[src/rtl/fei4_cmd_tx_pkg.sv]
// FE-I4 command transmitter shared definitions.
// Register addresses, FSM states and the config bundle.
package fei4_cmd_tx_pkg;

  localparam logic [15:0] ADDR_RST      = 16'd0;
  localparam logic [15:0] ADDR_START    = 16'd1;
  localparam logic [15:0] ADDR_SIZE_L   = 16'd2;
  localparam logic [15:0] ADDR_SIZE_H   = 16'd3;
  localparam logic [15:0] ADDR_REP_L    = 16'd4;
  localparam logic [15:0] ADDR_REP_H    = 16'd5;
  localparam logic [15:0] ADDR_GAP      = 16'd6;
  localparam logic [15:0] ADDR_EXT      = 16'd7;
  localparam logic [15:0] ADDR_MEM_BASE = 16'd16;

  typedef enum logic [1:0] {
    IDLE,
    SEND,
    GAP,
    FIN
  } state_t;

  typedef struct packed {
    logic [15:0] size;
    logic [15:0] rep;
    logic [7:0]  gap;
  } cfg_t;

  function automatic logic pick_bit(
    input logic [7:0] b,
    input logic [2:0] k
  );
    return b[3'd7 - k];
  endfunction

endpackage

[src/rtl/fei4_cmd_tx_core.sv]
// FE-I4 command serializer: FSM, bit/repeat/divider counters.
// Expects cfg.size already clipped and cfg.rep already >= 1.
module fei4_cmd_tx_core
  import fei4_cmd_tx_pkg::*;
#(
  parameter int CLK_DIV = 4,
  parameter int AW      = 4
) (
  input  logic          clk,
  input  logic          rst_n,
  input  logic          start,
  input  logic          soft_rst,
  input  cfg_t          cfg,
  output logic [AW-1:0] mem_addr,
  input  logic [7:0]    mem_rdata,
  output logic          cmd_data,
  output logic          start_flag,
  output logic          busy,
  output logic          done
);

  localparam logic [7:0] DIV_LAST = 8'(CLK_DIV - 1);

  state_t      state, state_n;
  logic [15:0] bit_cnt, bit_n;
  logic [15:0] rep_cnt, rep_n;
  logic [7:0]  div_cnt, div_n;
  logic        data_n, flag_n, done_n;

  logic [15:0] rd_idx;
  logic        rd_bit;
  logic        last_div;
  logic        last_bit;
  logic        last_gap;
  logic        more_rep;

  assign last_div = div_cnt == DIV_LAST;
  assign last_bit = bit_cnt == cfg.size - 16'd1;
  assign last_gap = bit_cnt == {8'd0, cfg.gap} - 16'd1;
  assign more_rep = rep_cnt < cfg.rep;

  // Look-ahead read: the bit that gets registered onto cmd_data next.
  assign rd_idx = (state == SEND && !last_bit)
                ? bit_cnt + 16'd1 : 16'd0;
  assign mem_addr = AW'(rd_idx >> 3);
  assign rd_bit = pick_bit(mem_rdata, rd_idx[2:0]);

  assign busy = (state == SEND) || (state == GAP);

  always_ff @(posedge clk or negedge rst_n) begin
    if (!rst_n) begin
      state      <= IDLE;
      bit_cnt    <= '0;
      rep_cnt    <= '0;
      div_cnt    <= '0;
      cmd_data   <= 1'b0;
      start_flag <= 1'b0;
      done       <= 1'b0;
    end else begin
      state      <= state_n;
      bit_cnt    <= bit_n;
      rep_cnt    <= rep_n;
      div_cnt    <= div_n;
      cmd_data   <= data_n;
      start_flag <= flag_n;
      done       <= done_n;
    end
  end

  always_comb begin
    state_n = state;
    bit_n   = bit_cnt;
    rep_n   = rep_cnt;
    div_n   = div_cnt;
    data_n  = cmd_data;
    flag_n  = 1'b0;
    done_n  = done;
    unique case (state)
      IDLE: begin
        data_n = 1'b0;
        if (start) begin
          done_n = 1'b0;
          if (cfg.size == 16'd0) begin
            state_n = FIN;
          end else begin
            state_n = SEND;
            bit_n   = '0;
            rep_n   = 16'd1;
            div_n   = '0;
            data_n  = rd_bit;
            flag_n  = 1'b1;
          end
        end
      end
      SEND: begin
        if (!last_div) begin
          div_n = div_cnt + 8'd1;
        end else begin
          div_n = '0;
          if (!last_bit) begin
            bit_n  = bit_cnt + 16'd1;
            data_n = rd_bit;
          end else if (more_rep && cfg.gap != 8'd0) begin
            state_n = GAP;
            bit_n   = '0;
            data_n  = 1'b0;
          end else if (more_rep) begin
            bit_n  = '0;
            rep_n  = rep_cnt + 16'd1;
            data_n = rd_bit;
          end else begin
            state_n = FIN;
            data_n  = 1'b0;
          end
        end
      end
      GAP: begin
        data_n = 1'b0;
        if (!last_div) begin
          div_n = div_cnt + 8'd1;
        end else begin
          div_n = '0;
          if (last_gap) begin
            state_n = SEND;
            bit_n   = '0;
            rep_n   = rep_cnt + 16'd1;
            data_n  = rd_bit;
          end else begin
            bit_n = bit_cnt + 16'd1;
          end
        end
      end
      FIN: begin
        state_n = IDLE;
        data_n  = 1'b0;
        done_n  = 1'b1;
      end
      default: state_n = IDLE;
    endcase
    if (soft_rst) begin
      state_n = IDLE;
      data_n  = 1'b0;
      flag_n  = 1'b0;
      done_n  = 1'b0;
    end
  end

endmodule

[src/rtl/fei4_cmd_tx.sv]
// FE-I4 command transmitter: register file, byte buffer, bus decode.
// FEI4_CMD_TX_EXT_TRIG_EN adds EXT_START and the EXT_EN register.
module fei4_cmd_tx
  import fei4_cmd_tx_pkg::*;
#(
  parameter int MEM_BYTES = 16,
  parameter int CLK_DIV   = 4
) (
  input  logic        BUS_CLK,
  input  logic        BUS_RST_N,
  input  logic [15:0] BUS_ADD,
  input  logic [7:0]  BUS_DATA_IN,
  output logic [7:0]  BUS_DATA_OUT,
  input  logic        BUS_WR,
  input  logic        BUS_RD,
`ifdef FEI4_CMD_TX_EXT_TRIG_EN
  input  logic        EXT_START,
`endif
  output logic        CMD_DATA,
  output logic        CMD_READY,
  output logic        CMD_START_FLAG
);

  localparam int AW = $clog2(MEM_BYTES);
  localparam logic [15:0] MEM_BITS = 16'(MEM_BYTES * 8);
  localparam logic [15:0] MEM_END  = 16'(16 + MEM_BYTES);

  logic [7:0]    mem [MEM_BYTES];
  logic [15:0]   size_r;
  logic [15:0]   rep_r;
  logic [7:0]    gap_r;
  logic          mem_hit;
  logic [AW-1:0] mem_off;
  logic [AW-1:0] core_addr;
  logic          bus_start;
  logic          soft_rst;
  logic          ext_start;
  logic          busy;
  logic          done;
  logic          unused_rd;
  cfg_t          cfg;

  assign unused_rd = BUS_RD;

  assign mem_hit = (BUS_ADD >= ADDR_MEM_BASE) && (BUS_ADD < MEM_END);
  assign mem_off = AW'(BUS_ADD - ADDR_MEM_BASE);
  assign bus_start = BUS_WR && BUS_ADD == ADDR_START;
  assign soft_rst  = BUS_WR && BUS_ADD == ADDR_RST;

  always_ff @(posedge BUS_CLK or negedge BUS_RST_N) begin
    if (!BUS_RST_N) begin
      size_r <= '0;
      rep_r  <= 16'd1;
      gap_r  <= '0;
    end else if (BUS_WR) begin
      unique case (BUS_ADD)
        ADDR_SIZE_L: size_r[7:0]  <= BUS_DATA_IN;
        ADDR_SIZE_H: size_r[15:8] <= BUS_DATA_IN;
        ADDR_REP_L:  rep_r[7:0]   <= BUS_DATA_IN;
        ADDR_REP_H:  rep_r[15:8]  <= BUS_DATA_IN;
        ADDR_GAP:    gap_r        <= BUS_DATA_IN;
        default: ;
      endcase
    end
  end

  // Buffer contents survive both resets.
  always_ff @(posedge BUS_CLK) begin
    if (BUS_WR && mem_hit)
      mem[mem_off] <= BUS_DATA_IN;
  end

`ifdef FEI4_CMD_TX_EXT_TRIG_EN
  logic ext_en;
  logic ext_q;

  always_ff @(posedge BUS_CLK or negedge BUS_RST_N) begin
    if (!BUS_RST_N) begin
      ext_en <= 1'b0;
      ext_q  <= 1'b0;
    end else begin
      ext_q <= EXT_START;
      if (BUS_WR && BUS_ADD == ADDR_EXT)
        ext_en <= BUS_DATA_IN[0];
    end
  end

  assign ext_start = EXT_START && !ext_q && ext_en;
`else
  assign ext_start = 1'b0;
`endif

  assign cfg.size = (size_r > MEM_BITS) ? MEM_BITS : size_r;
  assign cfg.rep  = (rep_r == 16'd0) ? 16'd1 : rep_r;
  assign cfg.gap  = gap_r;

  fei4_cmd_tx_core #(
    .CLK_DIV (CLK_DIV),
    .AW      (AW)
  ) u_core (
    .clk        (BUS_CLK),
    .rst_n      (BUS_RST_N),
    .start      (bus_start || ext_start),
    .soft_rst   (soft_rst),
    .cfg        (cfg),
    .mem_addr   (core_addr),
    .mem_rdata  (mem[core_addr]),
    .cmd_data   (CMD_DATA),
    .start_flag (CMD_START_FLAG),
    .busy       (busy),
    .done       (done)
  );

  assign CMD_READY = !busy;

  always_comb begin
    BUS_DATA_OUT = '0;
    unique case (1'b1)
      BUS_ADD == ADDR_START:  BUS_DATA_OUT = {6'b0, done, busy};
      BUS_ADD == ADDR_SIZE_L: BUS_DATA_OUT = size_r[7:0];
      BUS_ADD == ADDR_SIZE_H: BUS_DATA_OUT = size_r[15:8];
      BUS_ADD == ADDR_REP_L:  BUS_DATA_OUT = rep_r[7:0];
      BUS_ADD == ADDR_REP_H:  BUS_DATA_OUT = rep_r[15:8];
      BUS_ADD == ADDR_GAP:    BUS_DATA_OUT = gap_r;
`ifdef FEI4_CMD_TX_EXT_TRIG_EN
      BUS_ADD == ADDR_EXT:    BUS_DATA_OUT = {7'b0, ext_en};
`endif
      mem_hit:                BUS_DATA_OUT = mem[mem_off];
      default: ;
    endcase
  end

endmodule

[config.mk]
export PLATFORM = sky130hd
export DESIGN_NAME = fei4_cmd_tx
export DESIGN_NICKNAME = d
export VERILOG_FILES = /design/src/rtl/fei4_cmd_tx_pkg.sv /design/src/rtl/fei4_cmd_tx_core.sv /design/src/rtl/fei4_cmd_tx.sv
export SDC_FILE = /design/constraint.sdc
export NUM_CORES = 1
export LEC_CHECK = 0
export CORE_MARGIN = 1.5
export CORE_UTILIZATION = 62
export CTS_CLUSTER_DIAMETER = 200
export CTS_CLUSTER_SIZE = 14
export DETAILED_ROUTE_END_ITERATION = 12
export HOLD_SLACK_MARGIN = 0.1
export PLACE_DENSITY = 0.8
export SETUP_SLACK_MARGIN = 0.05
export SLEW_MARGIN = 20
export SYNTH_ARGS = -nofsm -noshare
export SYNTH_HDL_FRONTEND = slang
export SYNTH_SLANG_ARGS = --single-unit
[constraint.sdc]
create_clock -name BUS_CLK -period 8.1 [get_ports BUS_CLK]
set_input_delay 1.62 -clock BUS_CLK [delete_from_list [all_inputs] [get_ports BUS_CLK]]
set_output_delay 1.62 -clock BUS_CLK [all_outputs]
set_load 0.01 [all_outputs]
# After elaboration in Yosys (flattened, before gate mapping)
# Memory sizes are Yosys's and may differ from the RTL's.
# Index checks and enable logic that the tools add are counted.
[op_classes] addsub=7 eq_ne=27 order_cmp=5 n_mux=57 reduce_logical=28
[ops] op="two-way mux 16 bit" count=18
[ops] op="one-hot mux 16 bit (3 select lines)" count=2
[ops] op="one-hot mux 8 bit (7 select lines)" count=1
[ops] op="equality test 16 x 3 -> 1 bit, second input constant" count=3
[ops] op="logical NOT 16 bit" count=3
[ops] op="adder 16 x 1 -> 16 bit, second input constant" count=2
[ops] op="equality test 16 bit" count=2
[ops] op="equality test 16 x 2 -> 1 bit, second input constant" count=2
[ops] op="two-way mux 8 bit" count=3
[ops] op="two-way mux 1 bit" count=18
[ops] op="two-way mux 2 bit" count=9
[ops] op="equality test 16 x 1 -> 1 bit, second input constant" count=1
[ops] op=">= comparator 16 x 5 -> 1 bit, second input constant" count=1
[ops] op="greater-than comparator 16 x 8 -> 1 bit, second input constant" count=1
[ops] op="< comparator 16 bit" count=1
[ops] op="< comparator 16 x 6 -> 1 bit, second input constant" count=1
[ops] op="one-hot mux 8 bit (2 select lines)" count=1
[ops] op="subtractor 16 x 1 -> 16 bit, second input constant" count=1
[ops] op="inequality test 3 x 2 -> 1 bit, second input constant" count=4
[ops] op="AND reduction 2 bit" count=6
[ops] op="AND reduction 6 bit" count=2
[ops] op="inequality test 2 x 1 -> 1 bit, second input constant" count=5
[ops] op="AND reduction 9 bit" count=1
[ops] op="subtractor 8 x 1 -> 9 bit, second input constant" count=1
[ops] op="24 further kinds" count=35
[word_totals] ff_bits=85 ram_bits=128 mem_count=1 elab_cells=137 input_bits=28 output_inout_bits=11
[mem_list] memory="mem" depth=16 word_bits=8 read_ports=2 rd_ports_with_merged_regs=0 write_ports=1 line="fei4_cmd_tx.sv:28" text="logic [7:0] mem [MEM_BYTES];"

# Logic depth before layout (Yosys ltp)
[logic_depth] word_depth=16 mapped_depth=18 mapped_depth_nobuf=14

# Hierarchy
# A second synthesis with hierarchy kept.
[unflattened] hier_cells=987 area_unflattened_um2=12221.7
[by_module_without_submodules] module="fei4_cmd_tx" n_inst=1 seq_area_each_um2=4845.9 area_per_inst_um2=8149.1 cells_per_inst=478
[by_module_without_submodules] module="fei4_cmd_tx_core" n_inst=1 seq_area_each_um2=1126.1 area_per_inst_um2=4072.7 cells_per_inst=509

# Least setup slack after synthesis
# Ideal clock, no wire load.
[synth_path] kind="input to output" from="in BUS_ADD[0]" to="out BUS_DATA_OUT[6]" path_slack_ns=2.720 t_arrival_ns=3.760 required_ns=6.480 path_buffers=2 stages=5 path_cell_list="clkbuf_1 -> clkbuf_1 -> mux4_2 -> mux4_2 -> a221o_1"
[synth_via] elab_chain_len=3 word_cells_on_any_way=12 cone_classes="add/sub: 1; order compare: 2; eq/ne: 6; mux: 1; reduce/logical: 1; memory: 1"
[synth_rtl] item="from (decl)" line="fei4_cmd_tx.sv:11" text="input logic [15:0] BUS_ADD,"
[synth_rtl] item="subtractor 4 x 1 -> 4 bit (tied with other cells)" line="fei4_cmd_tx.sv:46" text="assign mem_off = AW'(BUS_ADD - ADDR_MEM_BASE);"
[synth_rtl] item="memory read (16 x 8 bit) or logical AND 1 bit (tied branches)"
[synth_rtl] item="one-hot mux 8 bit (7 select lines) *" line="fei4_cmd_tx.sv:118" text="unique case (1'b1)"
[synth_rtl] item="to (decl)" line="fei4_cmd_tx.sv:13" text="output logic [7:0] BUS_DATA_OUT,"
# Every way passes the cells marked *; elsewhere a longest branch is shown, timed or not.

# Worst setup path after layout
[layout_path] from="in BUS_ADD[1]" to="out BUS_DATA_OUT[6]"
# The elaborated chain is that of the path after synthesis.

==> metrics.txt <==
Final Worst Setup Slack=1.922 ns; post-synthesis cell area=12100 sq um; shortest period the worst path allows=6.178 ns; leftover overflow at the end of global routing=0; maximum number of pins on one net before global-route repair=46; portion of the clock cycle consumed by the worst path in the final layout=76.27%; count of yosys warnings during synthesis=0; GRT Resource Usage Total=33.77%; via density per instance=6.954; part of the Yosys area used for sequential elements=49.35%; CP Data Required Time=6.48 ns; ranking of synthesized cells by area=sky130_fd_sc_hd__edfxtp_1 32%, sky130_fd_sc_hd__dfrtp_1 17%, sky130_fd_sc_hd__mux4_2 7.8%, sky130_fd_sc_hd__mux2_2 4.1%, sky130_fd_sc_hd__nand2_1 3.6%; setup-violating endpoint count in the final report=0; number of fill cells in the layout=1351; final routed DRC violation total=0; count of vias placed by the detailed router=9582; power per standard cell area=208.8 nW/um^2; total length of routed wires=33.24 mm; initial standard-cell utilization of the core=64.05%; fraction of registers with async set or reset after synthesis=39.91%; sum of negative setup slack=0 ns; buffers from clock root to sink, at most=3; clk sinks=213; pre-CTS setup slack=1.952 ns; status=completed; TritonCTS clock tree=built; max-cap violations=0; slack of the worst reg-to-reg path=2.85 ns; antenna violations before repair=0; library cell used as clock root buffer=sky130_fd_sc_hd__clkbuf_16; termination of the worst setup path=BUS_DATA_OUT[6]; Lkg Pwr=4.877 nW; routability congestion estimate from global placement=0.9587; setup repair after global routing missed its margin=false; Clock transition at path regs=0.07 ns; multi-input combinational cell area=5763 sq um; share of the synthesized area in the top cell type=31.76%; post-route cell area=13200 sq um; largest vdd supply drop=0.2289 mV; cts repair resizes=0; clock latency on the worst-skew pair=0.50 ns; number of hold violations in the final report=0; Max Clock Freq=161.9 MHz; global-route wire length before repair=51.98 mm; area of the die=20370 sq um; post-synthesis to final-layout area growth=9.078%; count of buffers inserted at the top-level ports=37; critical path endpoint category=output pin; DP Wirelength=22.82 mm; signal arrival time at the worst endpoint=4.56 ns; Storage cell area=5972 sq um; antenna violation net count after detailed routing=0; category of the critical setup timing path=in2out; number of flip-flops and latches in the synthesized netlist=213; 1st-pass router iterations=7; worst reg2reg path startpoint=size_r[13]$_DFFE_PN0P_; antenna cell count=0; Slew headroom=23.59%; number of DRC markers after the initial detailed-route iteration=1468; height of the chip=142.7 microns; # nets final=1158; Placeable Area=18890 sq um; number of cells in the finished layout apart from fillers=1378; vias in the first global route=9451; synthesized area per cell=11.05 sq um; x dimension of the die=142.7 microns; Worst R2R Path Depth=15; path type of the worst min-delay path=reg2reg; count of buffers added by post-CTS timing repair for setup=0; slew at the pin closest to its max-slew limit=1.142 ns; standard-cell row count=50; number of enable flip-flop cells after synthesis=128; synthesized net count=1148; terminus of the critical flop-to-flop path=u_core.bit_cnt[7]$_DFFE_PN0P_; largest driver fanout on the critical path=35; # IOs=39; distinct cell type count after synthesis=74; most area-hungry cell type in the Yosys netlist=sky130_fd_sc_hd__edfxtp_1; number of pins exceeding their max-slew limit in the final report=0; hold buffers post-CTS=0; fraction of layout cells with a size suffix above 1=13.60%; number of H-tree levels=1; cell total after placement=1344; TritonCTS Buffers=19; cell area after placement=12650 sq um; Final Skew=0.01543 ns; Synth Flop Type=sky130_fd_sc_hd__edfxtp_1; Gate Count Post-Synth=1095; Worst Setup SP=BUS_ADD[1]; Avg WL per Cell=24.12 microns; nature of the critical path startpoint=input port
## cells in the mapped netlist (15+ instances only)
master	count
sky130_fd_sc_hd__inv_1	31
sky130_fd_sc_hd__a21oi_1	44
sky130_fd_sc_hd__mux2_2	44
sky130_fd_sc_hd__edfxtp_1	128
sky130_fd_sc_hd__mux2i_1	15
sky130_fd_sc_hd__xnor2_1	23
sky130_fd_sc_hd__nand2_1	116
sky130_fd_sc_hd__and3_1	16
sky130_fd_sc_hd__nor3_1	29
sky130_fd_sc_hd__dfrtp_1	84
sky130_fd_sc_hd__o21ai_0	76
sky130_fd_sc_hd__mux4_2	42
sky130_fd_sc_hd__nand3_1	42
sky130_fd_sc_hd__ha_1	25
sky130_fd_sc_hd__clkbuf_1	54
sky130_fd_sc_hd__nor2_1	81
## how the worst min path moves through the flow
stage                                                end  cells after the start                            from
final                      u_core.div_cnt[1]$_DFFE_PN0P_                      2   u_core.div_cnt[1]$_DFFE_PN0P_
after detailed placement   u_core.div_cnt[1]$_DFFE_PN0P_                      2   u_core.div_cnt[1]$_DFFE_PN0P_
after floorplan           u_core.bit_cnt[15]$_DFFE_PN0P_                      1  u_core.bit_cnt[15]$_DFFE_PN0P_
after global placement     u_core.div_cnt[1]$_DFFE_PN0P_                      2   u_core.div_cnt[1]$_DFFE_PN0P_
after global routing       u_core.div_cnt[1]$_DFFE_PN0P_                      2   u_core.div_cnt[1]$_DFFE_PN0P_
after CTS                  u_core.div_cnt[1]$_DFFE_PN0P_                      2   u_core.div_cnt[1]$_DFFE_PN0P_
## routing by layer
layer  up-vias  global-route usage, %  wire length, microns
met1      4638                  42.99                 12180
met3       143                  6.908                  3380
met5         -                      0                     0
met4         0                  17.09                  1889
met2       599                  55.24                 15790
li1       4202                      -                     -
## layout by cell type, fill, tap and decap left out, types with 13 or more instances in the layout
cell type	instances
sky130_fd_sc_hd__dfrtp_1	84
sky130_fd_sc_hd__mux4_2	42
sky130_fd_sc_hd__o31ai_1	14
sky130_fd_sc_hd__nand4_1	14
sky130_fd_sc_hd__nor2_1	81
sky130_fd_sc_hd__mux2i_1	15
sky130_fd_sc_hd__clkbuf_1	13
sky130_fd_sc_hd__nor3_1	29
sky130_fd_sc_hd__buf_4	16
sky130_fd_sc_hd__mux2_2	44
sky130_fd_sc_hd__edfxtp_1	128
sky130_fd_sc_hd__nand2_1	116
sky130_fd_sc_hd__clkdlybuf4s50_1	34
sky130_fd_sc_hd__xnor2_1	21
sky130_fd_sc_hd__a21oi_1	43
sky130_fd_sc_hd__nand3_1	42
sky130_fd_sc_hd__clkbuf_16	19
sky130_fd_sc_hd__o21ai_0	76
sky130_fd_sc_hd__and3_1	16
sky130_fd_sc_hd__ha_1	25
sky130_fd_sc_hd__inv_1	31
## final cells by class
cell class / count / share of cell area (%)
Clock inverter: 2 / 0.1896
Multi-Input combinational cell: 787 / 43.66
Sequential cell: 213 / 45.24
Inverter: 32 / 0.9099
Clock buffer: 32 / 3.972
Tap cell: 260 / 2.464
Timing Repair Buffer: 52 / 3.564
## stage by stage
| stage | util [%] | hold WS (ns) | power, mW |
|---|---|---|---|
| global route | 69.87 | 0.5376 | 2.872 |
| CTS | 69.87 | 0.5095 | 2.753 |
| floorplan | - | 0.4611 | 1.735 |
| finish | 69.87 | 0.5099 | 2.756 |
| global placement | 66.96 | 0.4855 | 1.904 |
| detailed placement | 66.96 | 0.4940 | 1.925 |
## critical path, cell delays in order
cell                              delay (ns)
sky130_fd_sc_hd__buf_2                  0.66
sky130_fd_sc_hd__buf_4                  0.40
sky130_fd_sc_hd__mux4_2                 0.39
sky130_fd_sc_hd__mux4_2                 0.54
sky130_fd_sc_hd__a221o_1                0.42
sky130_fd_sc_hd__clkdlybuf4s50_1        0.50
## sequential cells by signal (all words and copies together) (netlist names), 2 cells and up
signal,count
mem,128
rep_r,16
size_r,16
u_core.bit_cnt,16
u_core.rep_cnt,16
gap_r,8
u_core.div_cnt,8
u_core.state,2
## where the power goes
group / switching [mW] / internal, mW
clock network: 0.397 / 0.445
registers: 0.0571 / 1.19
logic: 0.423 / 0.247
total: 0.877 / 1.88
## cells by family after synthesis
| kind of cell | share of synthesized area [%] |
|---|---|
| AOI/OAI and AO/OA | 14.05 |
| xor gates and xnor gates | 2.171 |
| adders and majority gates | 2.585 |
| buffers and inverters | 3.184 |
| DFF | 49.35 |
| muxes | 13.24 |
| and+or+nand+nor | 15.42 |
Note: power is estimated with default switching activity, not from simulation.
